==> src/rtl/cp0_regfile_pkg.sv <==
// cp0_defs: shared CP0 definitions for the MIPS core.
// Holds register addresses, ExcCode values, Status/Cause bit positions
// and the masks of the software-writable fields.
package cp0_defs;

  localparam logic [4:0] CP0_BADVADDR = 5'd8;
  localparam logic [4:0] CP0_COUNT    = 5'd9;
  localparam logic [4:0] CP0_COMPARE  = 5'd11;
  localparam logic [4:0] CP0_STATUS   = 5'd12;
  localparam logic [4:0] CP0_CAUSE    = 5'd13;
  localparam logic [4:0] CP0_EPC      = 5'd14;
  localparam logic [4:0] CP0_PRID     = 5'd15;

  typedef enum logic [4:0] {
    EXC_INT  = 5'd0,
    EXC_ADEL = 5'd4,
    EXC_ADES = 5'd5,
    EXC_SYS  = 5'd8,
    EXC_BP   = 5'd9,
    EXC_RI   = 5'd10,
    EXC_OV   = 5'd12
  } excode_e;

  localparam int unsigned ST_IE  = 0;
  localparam int unsigned ST_EXL = 1;
  localparam int unsigned ST_BEV = 22;
  localparam int unsigned CA_TI  = 30;
  localparam int unsigned CA_BD  = 31;

  localparam logic [31:0] STATUS_WMASK = 32'h0000_FF03;
  localparam logic [31:0] STATUS_RO    = 32'h0040_0000;  // BEV reads as 1
  localparam logic [31:0] CAUSE_WMASK  = 32'h0000_0300;

endpackage

==> src/rtl/cp0_regfile_if.sv <==
// cp0_regfile_if: MTC0/MFC0 access bus between decode/writeback and CP0.
//   we_i/waddr_i/wdata_i : MTC0 commit
//   raddr_i/rdata_o      : MFC0 read (combinational)
interface cp0_regfile_if;
  logic        we_i;
  logic [4:0]  waddr_i;
  logic [31:0] wdata_i;
  logic [4:0]  raddr_i;
  logic [31:0] rdata_o;

  modport master (output we_i, waddr_i, wdata_i, raddr_i, input rdata_o);
  modport slave  (input we_i, waddr_i, wdata_i, raddr_i, output rdata_o);
endinterface

==> src/rtl/cp0_timer.sv <==
// cp0_timer: Count/Compare timer.
//   count_we/compare_we/wdata : register loads
//   count_o/compare_o         : register values
//   ti_o                      : sticky timer interrupt, cleared by a Compare load
// Count advances on every second cycle, paced by a free-running tick.
module cp0_timer (
  input  logic        clk,
  input  logic        rst,
  input  logic        count_we,
  input  logic        compare_we,
  input  logic [31:0] wdata,
  output logic [31:0] count_o,
  output logic [31:0] compare_o,
  output logic        ti_o
);

  logic        tick;
  logic [31:0] count_inc;

  assign count_inc = count_o + 32'd1;

  always_ff @(posedge clk or posedge rst) begin
    if (rst) begin
      tick      <= 1'b0;
      count_o   <= '0;
      compare_o <= '0;
      ti_o      <= 1'b0;
    end else begin
      tick <= ~tick;
      if (count_we)
        count_o <= wdata;
      else if (tick)
        count_o <= count_inc;
      if (compare_we)
        compare_o <= wdata;
      // A Compare write beats a coincident match; a Count load never matches.
      if (compare_we)
        ti_o <= 1'b0;
      else if (tick && !count_we && count_inc == compare_o)
        ti_o <= 1'b1;
    end
  end

endmodule

==> src/rtl/cp0_regfile.sv <==
// cp0_regfile: Coprocessor-0 register file and exception state.
//   clk, rst                     : clock, async active-high reset
//   bus (cp0_regfile_if.slave)   : MTC0 write / MFC0 read
//   int_i                        : hardware interrupt lines
//   exc_i, excode_i, pc_i, in_delayslot_i, badaddr_i : exception commit
//   eret_i                       : ERET commit
//   status_o, cause_o, epc_o     : register values
//   int_pending_o                : unmasked interrupt pending
module cp0_regfile
  import cp0_defs::*;
#(
  parameter logic [31:0] PRID_VALUE = 32'h0000_4220
) (
  input  logic          clk,
  input  logic          rst,
  cp0_regfile_if.slave  bus,
  input  logic [5:0]    int_i,
  input  logic          exc_i,
  input  logic [4:0]    excode_i,
  input  logic          eret_i,
  input  logic [31:0]   pc_i,
  input  logic          in_delayslot_i,
  input  logic [31:0]   badaddr_i,
  output logic [31:0]   status_o,
  output logic [31:0]   cause_o,
  output logic [31:0]   epc_o,
  output logic          int_pending_o
);

  logic [7:0]  im;
  logic        exl, ie, bd;
  logic [5:0]  ip_hw;
  logic [1:0]  ip_sw;
  logic [4:0]  exccode;
  logic [31:0] epc, badvaddr;
  logic [31:0] count, compare;
  logic        ti;
  logic        wr;
  logic [31:0] rd_reg;

  // MTC0 loses to an exception or ERET in the same cycle.
  assign wr = bus.we_i & ~exc_i & ~eret_i;

  cp0_timer u_timer (
    .clk        (clk),
    .rst        (rst),
    .count_we   (wr && bus.waddr_i == CP0_COUNT),
    .compare_we (wr && bus.waddr_i == CP0_COMPARE),
    .wdata      (bus.wdata_i),
    .count_o    (count),
    .compare_o  (compare),
    .ti_o       (ti)
  );

  assign status_o      = STATUS_RO | {16'h0000, im, 6'b000000, exl, ie};
  assign cause_o       = {bd, ti, 14'h0000, ip_hw, ip_sw, 1'b0, exccode, 2'b00};
  assign epc_o         = epc;
  assign int_pending_o = ie & ~exl & (|(cause_o[15:8] & im));

  always_ff @(posedge clk or posedge rst) begin
    if (rst) begin
      im       <= '0;
      exl      <= 1'b0;
      ie       <= 1'b0;
      bd       <= 1'b0;
      ip_hw    <= '0;
      ip_sw    <= '0;
      exccode  <= '0;
      epc      <= '0;
      badvaddr <= '0;
    end else begin
      ip_hw <= {int_i[5] | ti, int_i[4:0]};
      if (exc_i) begin
        exccode <= excode_i;
        exl     <= 1'b1;
        // Nested exceptions keep the original return point.
        if (!exl) begin
          epc <= in_delayslot_i ? pc_i - 32'd4 : pc_i;
          bd  <= in_delayslot_i;
        end
        if (excode_i == EXC_ADEL || excode_i == EXC_ADES)
          badvaddr <= badaddr_i;
      end else if (eret_i) begin
        exl <= 1'b0;
      end else if (bus.we_i) begin
        case (bus.waddr_i)
          CP0_STATUS: begin
            im  <= bus.wdata_i[15:8];
            exl <= bus.wdata_i[ST_EXL];
            ie  <= bus.wdata_i[ST_IE];
          end
          CP0_CAUSE: ip_sw <= bus.wdata_i[9:8];
          CP0_EPC:   epc   <= bus.wdata_i;
          default: ;
        endcase
      end
    end
  end

  always_comb begin
    rd_reg = '0;
    case (bus.raddr_i)
      CP0_BADVADDR: rd_reg = badvaddr;
      CP0_COUNT:    rd_reg = count;
      CP0_COMPARE:  rd_reg = compare;
      CP0_STATUS:   rd_reg = status_o;
      CP0_CAUSE:    rd_reg = cause_o;
      CP0_EPC:      rd_reg = epc;
      CP0_PRID:     rd_reg = PRID_VALUE;
      default:      rd_reg = '0;
    endcase
  end

  // Same-cycle MTC0 to the read address forwards the value being written.
  always_comb begin
    bus.rdata_o = rd_reg;
    if (wr && bus.waddr_i == bus.raddr_i) begin
      case (bus.waddr_i)
        CP0_COUNT, CP0_COMPARE, CP0_EPC: bus.rdata_o = bus.wdata_i;
        CP0_STATUS: bus.rdata_o = (bus.wdata_i & STATUS_WMASK) | STATUS_RO;
        CP0_CAUSE:  bus.rdata_o = (cause_o & ~CAUSE_WMASK) | (bus.wdata_i & CAUSE_WMASK);
        default: ;
      endcase
    end
  end

endmodule

==> src/flat_wrapper.sv <==
// flat-port wrapper written by rule: the top's interface ports become plain ports
module cp0_regfile_flat import cp0_defs::*;
#(
  parameter logic [31:0] PRID_VALUE = 32'h0000_4220
)
  (clk, rst, int_i, exc_i, excode_i, eret_i, pc_i, in_delayslot_i, badaddr_i, status_o, cause_o, epc_o, int_pending_o, bus_we_i, bus_waddr_i, bus_wdata_i, bus_raddr_i, bus_rdata_o);
  cp0_regfile_if bus_i ();
  input  logic clk;
  input  logic rst;
  input  logic [5:0] int_i;
  input  logic exc_i;
  input  logic [4:0] excode_i;
  input  logic eret_i;
  input  logic [31:0] pc_i;
  input  logic in_delayslot_i;
  input  logic [31:0] badaddr_i;
  output logic [31:0] status_o;
  output logic [31:0] cause_o;
  output logic [31:0] epc_o;
  output logic int_pending_o;
  input wire logic [$bits(bus_i.we_i)-1:0] bus_we_i;
  input wire logic [$bits(bus_i.waddr_i)-1:0] bus_waddr_i;
  input wire logic [$bits(bus_i.wdata_i)-1:0] bus_wdata_i;
  input wire logic [$bits(bus_i.raddr_i)-1:0] bus_raddr_i;
  output wire logic [$bits(bus_i.rdata_o)-1:0] bus_rdata_o;
  assign bus_i.we_i = bus_we_i;
  assign bus_i.waddr_i = bus_waddr_i;
  assign bus_i.wdata_i = bus_wdata_i;
  assign bus_i.raddr_i = bus_raddr_i;
  assign bus_rdata_o = bus_i.rdata_o;
  cp0_regfile #(.PRID_VALUE(PRID_VALUE)) u_core (.clk(clk), .rst(rst), .bus(bus_i), .int_i(int_i), .exc_i(exc_i), .excode_i(excode_i), .eret_i(eret_i), .pc_i(pc_i), .in_delayslot_i(in_delayslot_i), .badaddr_i(badaddr_i), .status_o(status_o), .cause_o(cause_o), .epc_o(epc_o), .int_pending_o(int_pending_o));
endmodule
==> config.mk <==
export PLATFORM = sky130hd
export DESIGN_NAME = cp0_regfile_flat
export DESIGN_NICKNAME = d
export VERILOG_FILES = /design/src/rtl/cp0_regfile_pkg.sv /design/src/rtl/cp0_regfile_if.sv /design/src/rtl/cp0_timer.sv /design/src/rtl/cp0_regfile.sv /design/src/flat_wrapper.sv
export SDC_FILE = /design/constraint.sdc
export NUM_CORES = 1
export LEC_CHECK = 0
export CORE_AREA = 2 2 170 139
export CTS_CLUSTER_DIAMETER = 30
export DETAILED_ROUTE_END_ITERATION = 12
export DIE_AREA = 0 0 172 141
export PLACE_DENSITY_LB_ADDON = 0.25
export SETUP_SLACK_MARGIN = 0.3
export SLEW_MARGIN = 15
export SYNTH_ARGS = -nofsm -noshare
export SYNTH_HDL_FRONTEND = slang
export SYNTH_SLANG_ARGS = --single-unit
==> constraint.sdc <==
create_clock -name clk -period 7.7 [get_ports clk]
set_clock_uncertainty 0.1 [all_clocks]
set_input_delay 1.54 -clock clk [delete_from_list [all_inputs] [get_ports clk]]
set_output_delay 1.54 -clock clk [all_outputs]
set_load 0.03 [all_outputs]
== After elaboration in Yosys (flattened, before gate mapping) ==
Cells that the tools add are included.
Word-level totals
  bits in registers: 154
  input bits: 123
  output and inout bits: 129
Operators by class
  $add $sub $neg: 2
  eq/ne operators: 18
  muxes and demuxes: 17
  bitwise operators: 11
  reduce and logical (&&, ||, !) cells: 21
Operators with widths (number)
  32-bit 2-to-1 mux: 9
  32-bit one-hot mux with 7 select lines: 1
  32-bit one-hot mux with 3 select lines: 1
  5-bit by 4-bit equality test with 1-bit output (second input constant): 12
  32-bit by 1-bit adder with 32-bit output (second input constant): 1
  32-bit equality test: 1
  32-bit by 10-bit OR with 32-bit output: 1
  32-bit by 3-bit subtractor with 32-bit output (second input constant): 1
  4-bit AND reduction: 3
  5-bit by 3-bit equality test with 1-bit output (second input constant): 2
  8-bit AND: 1
  2-bit nonzero test: 4
  8-bit OR reduction: 1
  1-bit 2-to-1 mux: 6
  2-bit AND reduction: 3
  3-bit nonzero test: 2
  5-bit equality test: 1
  1-bit logical AND: 5
  1-bit AND: 4
  2-bit != test (second input constant): 2
  1-bit NOT: 4
  3-bit OR reduction: 1
  1-bit zero test: 1
  1-bit logical OR: 1
  1-bit OR: 1

== Depth between registers and ports, before layout ==
Gate-level depths: netlist of run 1.
  depth in word-level cells: 9
  mapped depth: 11
  depth with buffers taken out: 8

== Cells and area by module ==
A second synthesis of run 1 with hierarchy kept.
Second synthesis, totals
  cells, all modules: 1102
  area, all modules: 10226.1 µm²
By module, submodules not included
  cp0_regfile: times used 1, cells an instance 669, area each 6192.2 µm², seq. area each 2202.1 µm²
  cp0_timer: times used 1, cells an instance 433, area each 4033.9 µm², seq. area each 1651.6 µm²

== Worst setup path before layout of run 1 ==
No wires, ideal clock.
  kind: input to output
  start point: in bus_waddr_i[1]
  end point: out bus_rdata_o[0]
  data arrival time: 3.759 ns
  required time: 6.060 ns
  slack: 2.301 ns
  cell stages on the path: 11
  path buffers: 4
  cell sequence: clkbuf_1 -> nand2_1 -> mux2i_1 -> and2_1 -> clkbuf_1 -> or2_2 -> buf_2 -> o21ai_2 -> o211ai_2 -> clkbuf_1 -> o21ai_0
On the way
  word-level cells in the longest chain between the ends: 4
Ends and longest elaborated chain
  start, declared: RTL line flat_wrapper.sv:22  | input wire logic [$bits(bus_i.waddr_i)-1:0] bus_waddr_i;
  5-bit by 4-bit equality test with 1-bit output: RTL line cp0_regfile.sv:118  | case (bus.waddr_i)
  3-bit OR reduction: RTL line cp0_regfile.sv:118
  32-bit one-hot mux with 3 select lines: RTL line cp0_regfile.sv:118
  32-bit 2-to-1 mux *: RTL line cp0_regfile.sv:117  | if (wr && bus.waddr_i == bus.raddr_i) begin
  end, declared: RTL line flat_wrapper.sv:25  | output wire logic [$bits(bus_i.rdata_o)-1:0] bus_rdata_o;
Every way passes the cells marked *; elsewhere a longest branch is shown, timed or not.

== Worst setup path after layout of run 1 ==
  start point: in bus_waddr_i[1]
  end point: out bus_rdata_o[2]
Same word-level chain as after synthesis.

==> results of run 1 <==
==> cell type report <==
cell class	instances	area [um2]	share of cell area, %
Antenna cell	1	2.50	0.0197
Clock inverter	14	124	0.975
Clock buffer	18	429	3.38
Multi-Input combinational cell	829	5600	44.1
Timing Repair Buffer	229	2260	17.8
Inverter	10	42.5	0.335
Sequential cell	154	3850	30.3
Tap cell	312	390	3.07
==> cells by family (layout without fill, tap and decap cells) <==
kind of cell	Yosys count	count (layout)	synth area share [%]
xor gates and xnor gates	103	103	8.99
other	2	40	0.0748
adders and majority gates	2	2	0.249
and+or+nand+nor	321	321	16.0
muxes	121	121	13.1
AOI/OAI and AO/OA	243	243	15.6
DFF	154	154	38.4
buffers and inverters	130	271	7.50
==> path summary, 6_finish.rpt <==
kind	to	slack (ns)	cells after the start
worst max-delay path	bus_rdata_o[2]	1.18	10
worst max register to register	u_core.u_timer.ti_o	4.59	8
max in group asynchronous	u_core.epc_o[20]	4.94	3
worst min register to register	u_core.badvaddr[15]	0.41	1
min in group asynchronous	u_core.im[4]	1.48	2
worst min-delay path	u_core.badvaddr[15]	0.41	1
==> cell usage after synthesis, types with 11 or more instances <==
| cell | n |
|---|---|
| nor4_1 | 11 |
| nand3_1 | 23 |
| nand2_1 | 139 |
| dfrtp_1 | 154 |
| xor2_1 | 44 |
| a21boi_0 | 16 |
| mux2_2 | 84 |
| buf_4 | 53 |
| nor2_1 | 43 |
| a221oi_1 | 18 |
| xnor2_1 | 59 |
| nand4_1 | 18 |
| nor3_1 | 20 |
| clkbuf_1 | 42 |
| a21oi_1 | 18 |
| o21ai_0 | 106 |
| a22oi_1 | 19 |
| a222oi_1 | 15 |
| o22ai_1 | 20 |
| mux2i_1 | 37 |
==> registers in the layout, indices dropped and copies added, names as in the netlist <==
signal	cells
u_core.exccode	5
u_core.bd	1
u_core.u_timer.count_o	32
u_core.u_timer.tick	1
u_core.ip_sw	2
u_core.u_timer.compare_o	32
u_core.exl	1
u_core.ip_hw	6
u_core.im	8
u_core.epc_o	32
u_core.badvaddr	32
u_core.u_timer.ti_o	1
u_core.ie	1
==> power groups by stage <==
stage	registers, W	logic [W]	clock network, W
after CTS	0.00114	0.000716	0.000806
after global placement	0.00115	0.000702	0
after detailed placement	0.00115	0.000712	0
after floorplan	0.00111	0.000457	0
after global routing	0.00116	0.000781	0.000845
final	0.00115	0.000721	0.000804
==> stage by stage <==
stage / util (%) / hold WS [ns]
2_1_floorplan: - / 0.374
3_3_place_gp: 53.2 / 0.386
3_5_place_dp: 53.2 / 0.393
4_1_cts: 55.6 / 0.408
5_1_grt: 55.8 / 0.418
6_report: 55.8 / 0.406
==> per-layer routing <==
metal	global-route usage [%]	part of all wire [%]	vias to the layer above
met1	44.7	44	4616
met4	7.96	1.9	0
li1	-	-	4136
met5	0	0	-
met2	42.3	43	516
met3	7.66	11	46
==> results.yml, run 1 <==
run_status:
  status: "finished clean"
final_layout:
  syn2layout_area_growth_pct: 26.5
  layoutNonFillerInstCount: 1567
  layout_common_cells: "210 x clkdlybuf4s50_1, 154 x dfrtp_1, 139 x nand2_1"
  nets: 1366
  design_area_um2: 12700
  final_common_cell: "clkdlybuf4s50_1"
  n_fill_cell: 2000
  drive_above_1_share_pct: 12.4
logic_synthesis:
  ys_ff_latch: 154
  synth_area_leaders: "dfrtp_1 38%, mux2_2 9.4%, o21ai_0 5.3%"
  ys_seq_area_share_pct: 38.4
  netlist-cell-type-count: 67
  yosys.area.top_type: "dfrtp_1"
  synth-main-ff-cell: "dfrtp_1"
  synth_cells: 1076
  syn_area_um2: 10000
  synth_edf_count: 0
  yosysTopAreaCellShare_pct: 38.4
  async_flop_share_pct: 100
  syn_area_per_cell_um2: 9.33
  yosys_warnings: 0
clocking:
  clkSinkCount: 154
  clk_latency_ns: 0.43
  cts_tree: "done"
  cts_made_buffers: 17
  path_clk_slew_ns: 0.06
  cts_buffer_depth: 2
  root_buffer: "clkbuf_16"
  postCtsSetupRepairBufs: 0
  ctsResizeCount: 0
  cts_max_level: 4
  hold_buffers: 0
setup_path:
  arrival_ns: 4.88
  crit_required_ns: 6.06
  cp_num_buf_inv: 3
  crit_type: "input pin to output port"
  startpoint_type: "input pin"
  crit_path_frequent_cell: "clkdlybuf4s50_1"
  critPathLaunch: "bus_waddr_i[1]"
  cp_top_family: "buffers and inverters"
  r2r_start: "u_core.u_timer.count_o[0]"
  crit_fanout: 20
  worstPathCellList: "clkdlybuf4s50_1, nand2_1, mux2i_1, and2_1, or2_2, o21ai_2, o211ai_2, buf_4, o22ai_1, clkdlybuf4s50_1"
  worstSetupEndpointType: "output port"
  crit_slowest_cell: "clkdlybuf4s50_1"
  critPathMaxStageDelay_ns: 0.70
timing:
  timing.fmax_ghz: 0.153
  drv_slew: 0
  setup_viol: 0
  tightest_slew_ns: 0.943
  fin_ws_ns: 1.18
  maxSlewHeadroom_pct: 37.2
  rsz0062_at_grt: "no"
  hold_viol: 0
  period_needed_ns: 6.52
  finalCritPeriodShare_pct: 84.7
  fin_setup_tns_ns: 0
grt:
  gr-total-overflow: 0
  grt_pass1_wl_um: 53600
  grt_usage_pct: 29.8
  grt_max_degree: 65
  antenna_found_initial: 0
  grt_pass1_vias: 8726
place:
  gp_congestion: 0.958
  hpwl_um: 27200
  dpl.cell_count: 1533
  numPortBuffers: 212
  post-place-ws_ns: 1.26
  place_area_um2: 12100
pwr:
  ir_drop_mv: 0.161
  swShare_pct: 35.9
  seqPwrFrac_pct: 42.9
  p_total_w: 0.00267
  combPwrFrac_pct: 27.0
  leakage_nw: 5.07
  internal-power_w: 0.00171
  pwr-share-clk_pct: 30.1
  power.switching_w: 0.000959
  power_density_nw_per_um2: 210
floorplanning:
  die_w_um: 172
  num_rows: 50
  dieArea_um2: 24300
  initial_core_util_pct: 44.1
  fp.coreArea_um2: 22800
  die_h_um: 141
  io_pins: 252
hold_path:
  hold_start: "u_core.badvaddr[15]"
  hold_class: "flip-flop to flip-flop"
route:
  ant_nets: 0
  routed_via_density: 5.94
  drtIter0Drc: 982
  routed_wl_um: 35900
  drc: 0
  first_pass_iters: 6
  dr_total_vias: 9314
  wl_per_cell_um: 22.9
job:
  maxCapViolations: 0
No activity file was read; power rests on OpenSTA's default activity.
==> inputs of run 2 (changes only) <==
==> constraint.sdc (replaced) <==
create_clock -name clk -period 6.6 [get_ports clk]
set_clock_uncertainty 0.1 [all_clocks]
set_input_delay 1.32 -clock clk [delete_from_list [all_inputs] [get_ports clk]]
set_output_delay 1.32 -clock clk [all_outputs]
set_load 0.03 [all_outputs]
==> results.yml, run 2 (synthesis gave the netlist of run 1 again) <==
place:
  gp_congestion: 0.978
  hpwl_um: 27300
  numPortBuffers: 212
setup_path:
  worstPathCellList: "clkdlybuf4s50_1, nand2_1, mux2i_1, and2_1, or2_2, o21ai_2, o211ai_2, buf_4, o21ai_0, clkdlybuf4s50_1"
  worstSetupEndpointType: "output port"
  arrival_ns: 4.70
  critPathLaunch: "bus_waddr_i[1]"
  crit_end: "bus_rdata_o[17]"
  r2r_setup_slack_ns: 3.56
  crit_type: "input pin to output port"
  crit_fanout: 19
  cp_num_buf_inv: 3
  reg2regPathDepth: 8
  critPathMaxStageDelay_ns: 0.72
  crit_slowest_cell: "clkdlybuf4s50_1"
  r2r_start: "u_core.u_timer.count_o[0]"
  startpoint_type: "input pin"
  crit_required_ns: 5.18
  crit_path_frequent_cell: "clkdlybuf4s50_1"
  cp_top_family: "buffers and inverters"
  worstReg2RegEnd: "u_core.u_timer.ti_o"
  cp_num_cells: 10
clocking:
  cts_made_buffers: 17
  cts_tree: "done"
  path_clk_slew_ns: 0.05
  hold_buffers: 0
  ctsResizeCount: 0
  clkSinkCount: 154
  clk_latency_ns: 0.44
  postCtsSetupRepairBufs: 0
  cts_max_level: 4
  cts_buffer_depth: 2
  root_buffer: "clkbuf_16"
floorplanning:
  dieArea_um2: 24300
  initial_core_util_pct: 44.1
  io_pins: 252
  die_w_um: 172
  num_rows: 50
  die_h_um: 141
  fp.coreArea_um2: 22800
route:
  ant_nets: 0
  routed_wl_um: 36400
  dr_total_vias: 9204
  drtIter0Drc: 1220
  first_pass_iters: 6
  drc: 0
  wl_per_cell_um: 23.2
  routed_via_density: 5.87
timing:
  tightest_slew_ns: 0.954
  timing.fmax_ghz: 0.164
  period_needed_ns: 6.12
  maxSlewHeadroom_pct: 36.2
  finalCritPeriodShare_pct: 92.7
  hold_viol: 0
  fin_setup_tns_ns: 0
  setup_viol: 0
  drv_slew: 0
  rsz0062_at_grt: "no"
grt:
  top_usage_layer: "met1"
  grt_pass1_wl_um: 53800
  grt_use_met2_pct: 41.9
  grt_usage_pct: 30.1
  grtUsageMet3_pct: 9.24
  gr-total-overflow: 0
  grt_max_degree: 70
  grtUsageMet1_pct: 46.0
  antenna_found_initial: 0
  grt_pass1_vias: 8479
final_layout:
  n_fill_cell: 2050
  drive_above_1_share_pct: 12.5
  seq_area_um2: 3850
  nets: 1368
  final_common_cell: "clkdlybuf4s50_1"
  multi_input_area_um2: 5600
  syn2layout_area_growth_pct: 27.4
  layout_common_cells: "210 x clkdlybuf4s50_1, 154 x dfrtp_1, 139 x nand2_1"
hold_path:
  hold_start: "u_core.badvaddr[14]"
  hold_class: "flip-flop to flip-flop"
pwr:
  power.switching_w: 0.00113
  seqPwrFrac_pct: 41.7
  p_total_w: 0.00322
  power_density_nw_per_um2: 252
  swShare_pct: 35.1
  pwr-share-clk_pct: 32.1
  leakage_nw: 5.11
  internal-power_w: 0.00209
  ir_drop_mv: 0.181
  combPwrFrac_pct: 26.3
job:
  maxCapViolations: 0
run_status:
  status: "finished clean"
[run 2: cell types whose count changed in the layout (fill, tap and decap cells not counted)]
cell,before,now
buf_12,0,1
clkinvlp_4,4,2
clkinv_2,4,2
buf_4,16,17
clkbuf_8,0,1
bufinv_16,1,3
clkinv_4,3,4
[run 2: power groups by stage]
stage	clock network, W	logic [W]	registers (W)
6_report	0.00103	0.000846	0.00134
5_1_grt	0.00108	0.000914	0.00135
4_1_cts	0.00104	0.000842	0.00133
3_5_place_dp	0	0.000836	0.00134
3_3_place_gp	0	0.000825	0.00134
2_1_floorplan	0	0.000533	0.00130
[run 2: layer usage]
layer | wire (um) | share of wire (%) | vias to the layer above
met2 | 15300 | 42 | 521
met1 | 16300 | 45 | 4497
li1 | - | - | 4142
met4 | 521 | 1.4 | 0
met5 | 0 | 0 | -
met3 | 4230 | 12 | 44
[run 2: how the worst min path moves through the flow]
| stage | endpoint | slack [ns] | depth (start not counted) |
|---|---|---|---|
| 3_5_place_dp | u_core.badvaddr[27] | 0.39 | 1 |
| 6_report | u_core.badvaddr[14] | 0.41 | 1 |
| 4_1_cts | u_core.badvaddr[14] | 0.41 | 1 |
| 2_1_floorplan | u_core.badvaddr[22] | 0.37 | 1 |
| 3_3_place_gp | u_core.badvaddr[10] | 0.39 | 1 |
| 5_1_grt | u_core.badvaddr[22] | 0.42 | 1 |
[run 2: final cells by class]
cell class | instances | share of cell area (%)
Timing Repair Buffer | 231 | 17.9
Sequential cell | 154 | 30.1
Tap cell | 312 | 3.05
Clock inverter | 13 | 1.31
Inverter | 10 | 0.333
Multi-Input combinational cell | 829 | 43.8
Antenna cell | 1 | 0.0196
Clock buffer | 19 | 3.46
[run 2: metrics by stage]
| stage | cells | hold WS, ns | util, % | setup slack (ns) | area (um2) |
|---|---|---|---|---|---|
| final | 1569 | 0.409 | 56.1 | 0.485 | 12800 |
| after global routing | 1568 | 0.419 | 56.1 | 0.403 | 12800 |
| after CTS | 1567 | 0.407 | 56.0 | 0.600 | 12800 |
| after detailed placement | 1535 | 0.395 | 53.3 | 0.604 | 12100 |
| after global placement | 1535 | 0.388 | 53.3 | 0.684 | 12100 |
| after floorplan | 1113 | 0.374 | - | 1.03 | 10200 |
[run 2: worst register-to-register path: stages, from the launching register on]
cell and delay (ns):
dfrtp_1 0.47, ha_1 0.43, and3_1 0.38, nand4_4 0.21, or4_1 0.54, a211o_1 0.31
a2bb2oi_1 0.14, nand4_1 0.09, o31ai_1 0.27
==> inputs of run 3 (changes only) <==
--- a/config.mk
+++ b/config.mk
@@ -5,10 +5,10 @@
 export SDC_FILE = /design/constraint.sdc
 export NUM_CORES = 1
 export LEC_CHECK = 0
-export CORE_AREA = 2 2 170 139
-export CTS_CLUSTER_DIAMETER = 30
+export CORE_AREA = 2 2 153 155
+export CTS_CLUSTER_DIAMETER = 40
 export DETAILED_ROUTE_END_ITERATION = 12
-export DIE_AREA = 0 0 172 141
+export DIE_AREA = 0 0 155 157
 export PLACE_DENSITY_LB_ADDON = 0.25
 export SETUP_SLACK_MARGIN = 0.3
 export SLEW_MARGIN = 15
==> results.yml, run 3 (synthesis gave the netlist of run 1 again) <==
final_layout:
  post-route-util_pct: 56.4
  syn2layout_area_growth_pct: 26.4
  layout_common_cells: "210 x clkdlybuf4s50_1, 154 x dfrtp_1, 139 x nand2_1"
  final_common_cell: "clkdlybuf4s50_1"
  drive_above_1_share_pct: 12.6
  nets: 1370
clocking:
  cts_max_level: 4
  root_buffer: "clkbuf_16"
  cts_buffer_depth: 2
  clk_latency_ns: 0.43
  hold_buffers: 0
  clkSinkCount: 154
  cts_tree: "done"
  ctsResizeCount: 0
  cts_made_buffers: 17
  postCtsSetupRepairBufs: 0
  path_clk_slew_ns: 0.06
setup_path:
  arrival_ns: 4.64
  startpoint_type: "input pin"
  critPathLaunch: "bus_waddr_i[1]"
  crit_fanout: 18
  crit_type: "input pin to output port"
  worstReg2RegEnd: "u_core.u_timer.ti_o"
  r2r_start: "u_core.u_timer.count_o[0]"
  reg2regPathDepth: 8
  r2r_setup_slack_ns: 3.53
  crit_required_ns: 5.18
  worstSetupEndpointType: "output port"
route:
  dr_total_vias: 9224
  routed_wl_um: 36200
  wl_per_cell_um: 23.4
  routed_via_density: 5.97
  drc: 0
  drtIter0Drc: 940
  first_pass_iters: 8
  ant_nets: 0
timing:
  fin_setup_tns_ns: 0
  maxSlewHeadroom_pct: 32.7
  tightest_slew_ns: 1.01
  rsz0062_at_grt: "no"
  timing.fmax_ghz: 0.165
  hold_viol: 0
  period_needed_ns: 6.06
  setup_viol: 0
  finalCritPeriodShare_pct: 91.8
  drv_slew: 0
floorplanning:
  fp.coreArea_um2: 22500
  num_rows: 55
  dieArea_um2: 24300
  initial_core_util_pct: 44.6
  die_h_um: 157
  io_pins: 252
  die_w_um: 155
place:
  numPortBuffers: 212
  hpwl_um: 27500
  gp_congestion: 0.912
grt:
  antenna_found_initial: 1
  grt_usage_pct: 29.9
  grt_pass1_wl_um: 54400
  gr-total-overflow: 0
  grt_max_degree: 103
  grt_pass1_vias: 8522
pwr:
  p_total_w: 0.00311
  leakage_nw: 5.09
  ir_drop_mv: 0.165
  power_density_nw_per_um2: 245
hold_path:
  hold_depth: 1
  hold_class: "flip-flop to flip-flop"
  hold_start: "u_core.badvaddr[6]"
  holdPathEnd: "u_core.badvaddr[6]"
job:
  maxCapViolations: 0
run_status:
  status: "finished clean"
[run 3: how the worst max path moves through the flow]
stage	slack, ns	cells after the start	endpoint
6_report	0.54	10	bus_rdata_o[28]
5_1_grt	0.32	10	bus_rdata_o[24]
4_1_cts	0.58	10	bus_rdata_o[25]
3_5_place_dp	0.59	10	bus_rdata_o[21]
3_3_place_gp	0.61	10	bus_rdata_o[18]
2_1_floorplan	1.03	1	u_core.badvaddr[0]
[run 3: final cells by class]
cell class / count / area, um2
Antenna cell: 1 / 2.50
Fill cell: 2012 / 9820
Inverter: 10 / 42.5
Clock inverter: 13 / 113
Multi-Input combinational cell: 829 / 5600
Sequential cell: 154 / 3850
Timing Repair Buffer: 233 / 2290
Tap cell: 285 / 357
Clock buffer: 19 / 433
[run 3: routing by layer]
layer / track usage (%) / vias to the layer above / share of wire, %
met5: 0 / - / 0
met4: 7.94 / 0 / 1.7
met3: 5.70 / 37 / 10
met2: 43.8 / 503 / 45
met1: 45.0 / 4529 / 44
li1: - / 4155 / -
[run 3: worst max-delay path, stage by stage]
cell and delay, ns:
clkdlybuf4s50_1 0.60, nand2_1 0.13, mux2i_1 0.07, and2_1 0.17, or2_2 0.36, o21ai_2 0.26, o211ai_2 0.47, buf_4 0.36
o21ai_0 0.19, clkdlybuf4s50_1 0.71
[run 3: metrics by stage]
| step | worst slack, ns | cells | cell area (um2) | hold slack, ns |
|---|---|---|---|---|
| 2_1_floorplan | 1.03 | 1113 | 10200 | 0.374 |
| 3_3_place_gp | 0.615 | 1510 | 12100 | 0.387 |
| 3_5_place_dp | 0.587 | 1510 | 12100 | 0.393 |
| 4_1_cts | 0.581 | 1542 | 12700 | 0.408 |
| 5_1_grt | 0.319 | 1544 | 12700 | 0.419 |
| 6_report | 0.542 | 1544 | 12700 | 0.408 |
[run 3: report_power, final]
part / total, W / internal, W / switching, W
Sequential: 0.00133 / 0.00109 / 0.000236
Combinational: 0.000849 / 0.000387 / 0.000462
Clock: 0.000931 / 0.000493 / 0.000438
Total: 0.00311 / 0.00197 / 0.00114
